==> src/rtl/uart_rx_framed.sv <==
`default_nettype none
// ============================================================================
// uart_rx_framed: 16x-oversampled UART receiver with valid/ready word output.
// Optional parity bit enabled by defining UART_RX_PARITY_EN.   Rev 1.0
// ============================================================================
module uart_rx_framed #(
  parameter int CLOCK_FREQUENCY = 50_000_000,
  parameter int BAUD_RATE       = 9600,
  parameter int DATA_BITS       = 8,
  parameter int STOP_BITS       = 1,
  parameter int PARITY_ODD      = 0
) (
  input  logic                 clockIN,
  input  logic                 rxResetIN,
  input  logic                 rxIN,
  output logic [DATA_BITS-1:0] rxDataOUT,
  output logic                 rxValidOUT,
  input  logic                 rxReadyIN,
  output logic                 rxIdleOUT,
  output logic                 rxFrameErrOUT,
  output logic                 rxParityErrOUT,
  output logic                 rxOverrunOUT
);

  localparam int c_div   = CLOCK_FREQUENCY / (BAUD_RATE * 16);
  localparam int c_div_w = (c_div > 1) ? $clog2(c_div) : 1;
  localparam logic [c_div_w-1:0] c_div_last = c_div_w'(c_div - 1);

`ifdef UART_RX_PARITY_EN
  typedef enum logic [2:0] {S_IDLE, S_START, S_DATA, S_PARITY, S_STOP, S_BREAK} state_t;
`else
  typedef enum logic [2:0] {S_IDLE, S_START, S_DATA, S_STOP, S_BREAK} state_t;
`endif

  state_t               state_q, state_d;
  logic                 sync1_q, sync1_d, sync2_q, sync2_d, prev_q, prev_d;
  logic [1:0]           arm_q, arm_d;
  logic [c_div_w-1:0]   div_q, div_d;
  logic [3:0]           os_q, os_d;
  logic [1:0]           vote_q, vote_d;
  logic [DATA_BITS-1:0] shreg_q, shreg_d;
  logic [3:0]           bit_cnt_q, bit_cnt_d;
  logic                 stop_cnt_q, stop_cnt_d;
  logic                 ferr_q, ferr_d;
  logic                 deliver_q, deliver_d;
  logic [DATA_BITS-1:0] dout_q, dout_d;
  logic                 valid_q, valid_d;
  logic                 ferr_out_q, ferr_out_d;
  logic                 ovr_q, ovr_d;
`ifdef UART_RX_PARITY_EN
  logic                 perr_q, perr_d;
  logic                 perr_out_q, perr_out_d;
`endif

  logic start_edge, tick, resolve, bit_val;

  always_comb begin
    sync1_d = rxIN;
    sync2_d = sync1_q;
    // The synchroniser reset value of 1 is not a real line sample; only arm the
    // edge detector once both stages hold genuine samples.
    arm_d   = {arm_q[0], 1'b1};
    prev_d  = arm_q[1] & sync2_q;

    start_edge = (state_q == S_IDLE) && prev_q && !sync2_q;
    tick       = (div_q == c_div_last);
    resolve    = tick && (os_q == 4'd9);
    bit_val    = (vote_q[0] & vote_q[1]) | (vote_q[0] & sync2_q) | (vote_q[1] & sync2_q);

    div_d  = tick ? '0 : div_q + 1'b1;
    os_d   = tick ? os_q + 4'd1 : os_q;
    vote_d = vote_q;
    if (tick && os_q == 4'd7) vote_d[0] = sync2_q;
    if (tick && os_q == 4'd8) vote_d[1] = sync2_q;
    if (start_edge) begin
      div_d = '0;
      os_d  = '0;
    end

    state_d    = state_q;
    shreg_d    = shreg_q;
    bit_cnt_d  = bit_cnt_q;
    stop_cnt_d = stop_cnt_q;
    ferr_d     = ferr_q;
    deliver_d  = 1'b0;
`ifdef UART_RX_PARITY_EN
    perr_d     = perr_q;
`endif

    case (state_q)
      S_IDLE: if (start_edge) begin
        state_d    = S_START;
        bit_cnt_d  = '0;
        stop_cnt_d = 1'b0;
        ferr_d     = 1'b0;
`ifdef UART_RX_PARITY_EN
        perr_d     = 1'b0;
`endif
      end
      S_START: if (resolve) state_d = bit_val ? S_IDLE : S_DATA;
      S_DATA: if (resolve) begin
        shreg_d   = {bit_val, shreg_q[DATA_BITS-1:1]};
        bit_cnt_d = bit_cnt_q + 4'd1;
        if (bit_cnt_q == 4'(DATA_BITS - 1)) begin
`ifdef UART_RX_PARITY_EN
          state_d = S_PARITY;
`else
          state_d = S_STOP;
`endif
        end
      end
`ifdef UART_RX_PARITY_EN
      S_PARITY: if (resolve) begin
        perr_d  = (^shreg_q) ^ bit_val ^ PARITY_ODD[0];
        state_d = S_STOP;
      end
`endif
      S_STOP: if (resolve) begin
        if (!bit_val) ferr_d = 1'b1;
        if (stop_cnt_q == 1'(STOP_BITS - 1)) begin
          deliver_d = 1'b1;
          state_d   = (ferr_q || !bit_val) ? S_BREAK : S_IDLE;
        end else begin
          stop_cnt_d = stop_cnt_q + 1'b1;
        end
      end
      S_BREAK: if (sync2_q) state_d = S_IDLE;
      default: state_d = S_IDLE;
    endcase

    // Output holding register: a new word either replaces an accepted one or is dropped.
    dout_d     = dout_q;
    valid_d    = valid_q;
    ferr_out_d = ferr_out_q;
    ovr_d      = ovr_q;
`ifdef UART_RX_PARITY_EN
    perr_out_d = perr_out_q;
`endif
    if (deliver_q) begin
      if (!valid_q || rxReadyIN) begin
        dout_d     = shreg_q;
        valid_d    = 1'b1;
        ferr_out_d = ferr_q;
`ifdef UART_RX_PARITY_EN
        perr_out_d = perr_q;
`endif
      end else begin
        ovr_d = 1'b1;
      end
    end else if (valid_q && rxReadyIN) begin
      valid_d = 1'b0;
      ovr_d   = 1'b0;
    end
  end

  always_ff @(posedge clockIN) begin
    if (rxResetIN) begin
      state_q    <= S_IDLE;
      sync1_q    <= 1'b1;
      sync2_q    <= 1'b1;
      prev_q     <= 1'b0;
      arm_q      <= '0;
      div_q      <= '0;
      os_q       <= '0;
      vote_q     <= '0;
      shreg_q    <= '0;
      bit_cnt_q  <= '0;
      stop_cnt_q <= 1'b0;
      ferr_q     <= 1'b0;
      deliver_q  <= 1'b0;
      dout_q     <= '0;
      valid_q    <= 1'b0;
      ferr_out_q <= 1'b0;
      ovr_q      <= 1'b0;
`ifdef UART_RX_PARITY_EN
      perr_q     <= 1'b0;
      perr_out_q <= 1'b0;
`endif
    end else begin
      state_q    <= state_d;
      sync1_q    <= sync1_d;
      sync2_q    <= sync2_d;
      prev_q     <= prev_d;
      arm_q      <= arm_d;
      div_q      <= div_d;
      os_q       <= os_d;
      vote_q     <= vote_d;
      shreg_q    <= shreg_d;
      bit_cnt_q  <= bit_cnt_d;
      stop_cnt_q <= stop_cnt_d;
      ferr_q     <= ferr_d;
      deliver_q  <= deliver_d;
      dout_q     <= dout_d;
      valid_q    <= valid_d;
      ferr_out_q <= ferr_out_d;
      ovr_q      <= ovr_d;
`ifdef UART_RX_PARITY_EN
      perr_q     <= perr_d;
      perr_out_q <= perr_out_d;
`endif
    end
  end

  assign rxDataOUT     = dout_q;
  assign rxValidOUT    = valid_q;
  assign rxFrameErrOUT = ferr_out_q;
  assign rxOverrunOUT  = ovr_q;
  assign rxIdleOUT     = (state_q == S_IDLE);
`ifdef UART_RX_PARITY_EN
  assign rxParityErrOUT = perr_out_q;
`else
  // No parity bit on the line; the parameter is referenced only to keep it live.
  assign rxParityErrOUT = PARITY_ODD[0] & 1'b0;
`endif

endmodule
`default_nettype wire

==> config.mk <==
export PLATFORM = sky130hd
export DESIGN_NAME = uart_rx_framed
export DESIGN_NICKNAME = d
export VERILOG_FILES = /design/src/rtl/uart_rx_framed.sv
export SDC_FILE = /design/constraint.sdc
export NUM_CORES = 1
export LEC_CHECK = 0
export CAP_MARGIN = 10
export CORE_UTILIZATION = 51
export CTS_BUF_LIST = sky130_fd_sc_hd__clkbuf_16
export DETAILED_ROUTE_END_ITERATION = 6
export GPL_TIMING_DRIVEN = 0
export PLACE_DENSITY = 0.84
export SLEW_MARGIN = 0
export SYNTH_ARGS = -nofsm -noshare
export SYNTH_HDL_FRONTEND = slang
export SYNTH_SLANG_ARGS = --single-unit
==> constraint.sdc <==
create_clock -name clockIN -period 1.66 [get_ports clockIN]
set_input_delay 0.166 -clock clockIN [delete_from_list [all_inputs] [get_ports clockIN]]
set_output_delay 0.166 -clock clockIN [all_outputs]
set_load 0.05 [all_outputs]
==> impl_metrics.tcl <==
set metrics [dict create \
    post-place-ws_ns -0.2979 \
    portBuffers 14 \
    slew_viol_final 0 \
    grt_max_degree 15 \
    yosysSeqAreaShare_pct 47.76 \
    synthToLayoutAreaGrowth_pct 24.69 \
    crit_chain "or4b_4 -> nor4_4 -> buf_4 -> mux2i_1 -> nor2_1" \
    ios 17 \
    first_global_vias 1380 \
    place_area_um2 2217 \
    post-dp-hpwl_mm 2.356 \
    finalCriticalPeriod_ns 1.831 \
    final_cell_area_um2 2509 \
    overflow 0 \
    p_per_area_nw_per_um2 937.9 \
    cts_root_buf "clkbuf_16" \
    wl_mm 3.675 \
    cts_buffer_depth 2 \
    timing.fmax_mhz 546.3 \
    hold_path_end "arm_q[0]" \
    die_area_um2 4200 \
    final_cell_mix "43 x dfxtp_1, 38 x nor2_1, 20 x mux2i_1" \
    critical_path_class "flip-flop to flip-flop" \
    chipHeight_um 64.81 \
    r2r_slack_ns -0.17 \
    nNetsFinal 252 \
    finalHoldViolations 0 \
    hp-class "primary input to flip-flop" \
    status "finished with violations" \
    reg2regPathDepth 5 \
    wire_per_inst_um 12.63 \
    grt_pass1_wl_mm 6.168 \
    hold_path_depth 2 \
    ys_async_sr_fraction_pct 0 \
    synthCells 213 \
    cts_tree "yes" \
    start_util_pct 54.14 \
    ctsHtreeMaxLevel 2 \
    cts_hold_buf 0 \
    leakage_nw 1.038 \
    cp.required_ns 1.82 \
    drc 0 \
    antenna_found_initial 0 \
    globalplace.congestion 0.8196 \
    cts_made_buffers 5 \
    synth_nets 223 \
    worst_r2r_endpoint "shreg_q[0]" \
    max_stage_delay_ns 0.57 \
    die-width_um 64.81 \
    fin_cells 291 \
    syn_avg_cell_area_um2 9.446 \
    endpoint_kind "flip-flop" \
    yosysUniqueCellTypes 36 \
    syn_area_um2 2012 \
    final_layout_size_suffix_gt1_share_pct 16.87 \
    finalCritPeriodShare_pct 110.3 \
    synth_ff_type "dfxtp_1" \
    path_clk_slew_ns 0.06 \
    cp_slowest_cell "or4b_4" \
    grt_usage_pct 19.63 \
    rsz0062_at_grt "yes" \
    cp.arrival_ns 1.99 \
    vias 1516 \
    clock_latency_ns 0.29 \
    drtIter0Drc 69 \
    violations "setup timing" \
    post-place-cells 275 \
    drt_pass1_iterations 4 \
    antenna_cells 0 \
    tightest_slew_ns 0.5070 \
    relSlewSlack_pct 66.09 \
    setup_viol 27 \
    ys_ff_latch 48 \
    startpoint_type "flip-flop" \
    yosysWarnings 0 \
    worst_slack_ns -0.1706 \
    crit_start "div_q[4]" \
    drtAntennaViolNets 0 \
    hp-start "rxResetIN" \
    final_common_cell "dfxtp_1" \
    path_max_fanout 5 \
    cts_sinks 48 \
    synth_edf_count 0 \
    core_area_um2 3716 \
    irDropWorstVdd_v 0.0009572 \
    fin_setup_tns_ns -3.116 \
    maxCapViolCount 0 \
    vias_per_cell 5.210 \
    finClkSkew_ns 0.009299 \
    r2r-start "div_q[4]" \
    num-fill-cells 302 \
    rows 22 \
]
## through the flow
| step | total power [mW] | hold slack [ns] | util [%] |
|---|---|---|---|
| 2_1_floorplan | 1.245 | 0.2698 | - |
| 3_3_place_gp | 1.262 | 0.3925 | 59.66 |
| 3_5_place_dp | 1.264 | 0.4058 | 59.66 |
| 4_1_cts | 2.367 | 0.1605 | 65.89 |
| 5_1_grt | 2.433 | 0.1849 | 67.51 |
| 6_report | 2.353 | 0.1678 | 67.51 |
## synth_stat cells, drive strengths merged (2+ instances only)
cell / instances / area, µm²
a21oi: 8 / 40.04
a31oi: 2 / 12.51
and3: 3 / 18.77
buf: 3 / 30.03
clkbuf: 7 / 27.52
dfxtp: 48 / 960.9
ha: 6 / 75.07
inv: 11 / 41.29
mux2i: 21 / 210.2
nand2: 7 / 26.28
nand2b: 3 / 18.77
nand3: 6 / 30.03
nand3b: 6 / 45.04
nand4: 2 / 12.51
nor2: 38 / 142.6
nor2b: 2 / 12.51
nor3: 10 / 55.05
nor4: 4 / 40.04
o21ai: 3 / 15.01
or2: 3 / 18.77
xnor2: 4 / 35.03
xor2: 6 / 52.55
## final cells by class
type | count | area [µm²] | area share, %
inverters | 11 | 41.29 | 1.646
clock buffers | 5 | 125.1 | 4.988
multi-input cells | 144 | 1018 | 40.60
clock inverters | 3 | 38.79 | 1.546
well taps | 48 | 60.06 | 2.394
plain buffers | 9 | 51.30 | 2.045
repair buffers | 23 | 206.4 | 8.229
flip-flops and latches | 48 | 967.2 | 38.55
## worst max-delay path, delay by kind of cell, from the launching register on
family | cells | cell delay (ns)
buffers and inverters | 1 | 0.22
flip-flops | 1 | 0.32
multiplexers | 1 | 0.19
AND/OR/NAND/NOR | 3 | 0.98
## repair_timing
item	4_1_cts	5_1_grt
cloned	1	0
resized for setup	9	13
pin swaps	4	3
endpoints found under the setup margin	27	31
setup buffers	4	4
## worst max path at each step
stage                     slack (ns)    endpoint  cells after the start
after CTS                      -0.25  shreg_q[6]                      6
after global placement         -0.28  shreg_q[4]                      6
after global routing           -0.28  shreg_q[0]                      5
after detailed placement       -0.30  shreg_q[3]                      6
after floorplan                -0.13  shreg_q[1]                      6
final                          -0.17  shreg_q[0]                      5
## layer usage
metal | wire [µm] | global-route usage, %
met3 | 91 | 6.338
met5 | 0 | 0
met4 | 57 | 8.889
met1 | 1764 | 25.28
met2 | 1761 | 29.69
## state kept, by name, summed over array words and instances, names as in the netlist
register       cells
vote_q             2
arm_q              2
rxDataOUT          8
sync2_q            1
os_q               4
rxOverrunOUT       1
rxValidOUT         1
div_q              9
sync1_q            1
state_q            3
ferr_q             1
deliver_q          1
bit_cnt_q          4
rxFrameErrOUT      1
shreg_q            8
prev_q             1
## power breakdown
group          internal, mW  leakage (nW)  total [mW]  switching, mW
clock                 0.702        0.0850        1.11          0.411
sequential             1.17         0.390        1.18         0.0128
combinational        0.0228         0.563      0.0623         0.0394
total                  1.89          1.04        2.35          0.463
## cells by family after synthesis
family / synth area share, %
AO/OA/AOI/OAI: 5.037
XOR/XNOR: 4.353
adder cells (fa/ha/maj): 4.229
buffers and inverters: 4.913
flip-flops: 47.76
multiplexers: 10.45
other: 0.1864
AND/OR/NAND/NOR: 23.07
(Power assumes the default switching activity.)
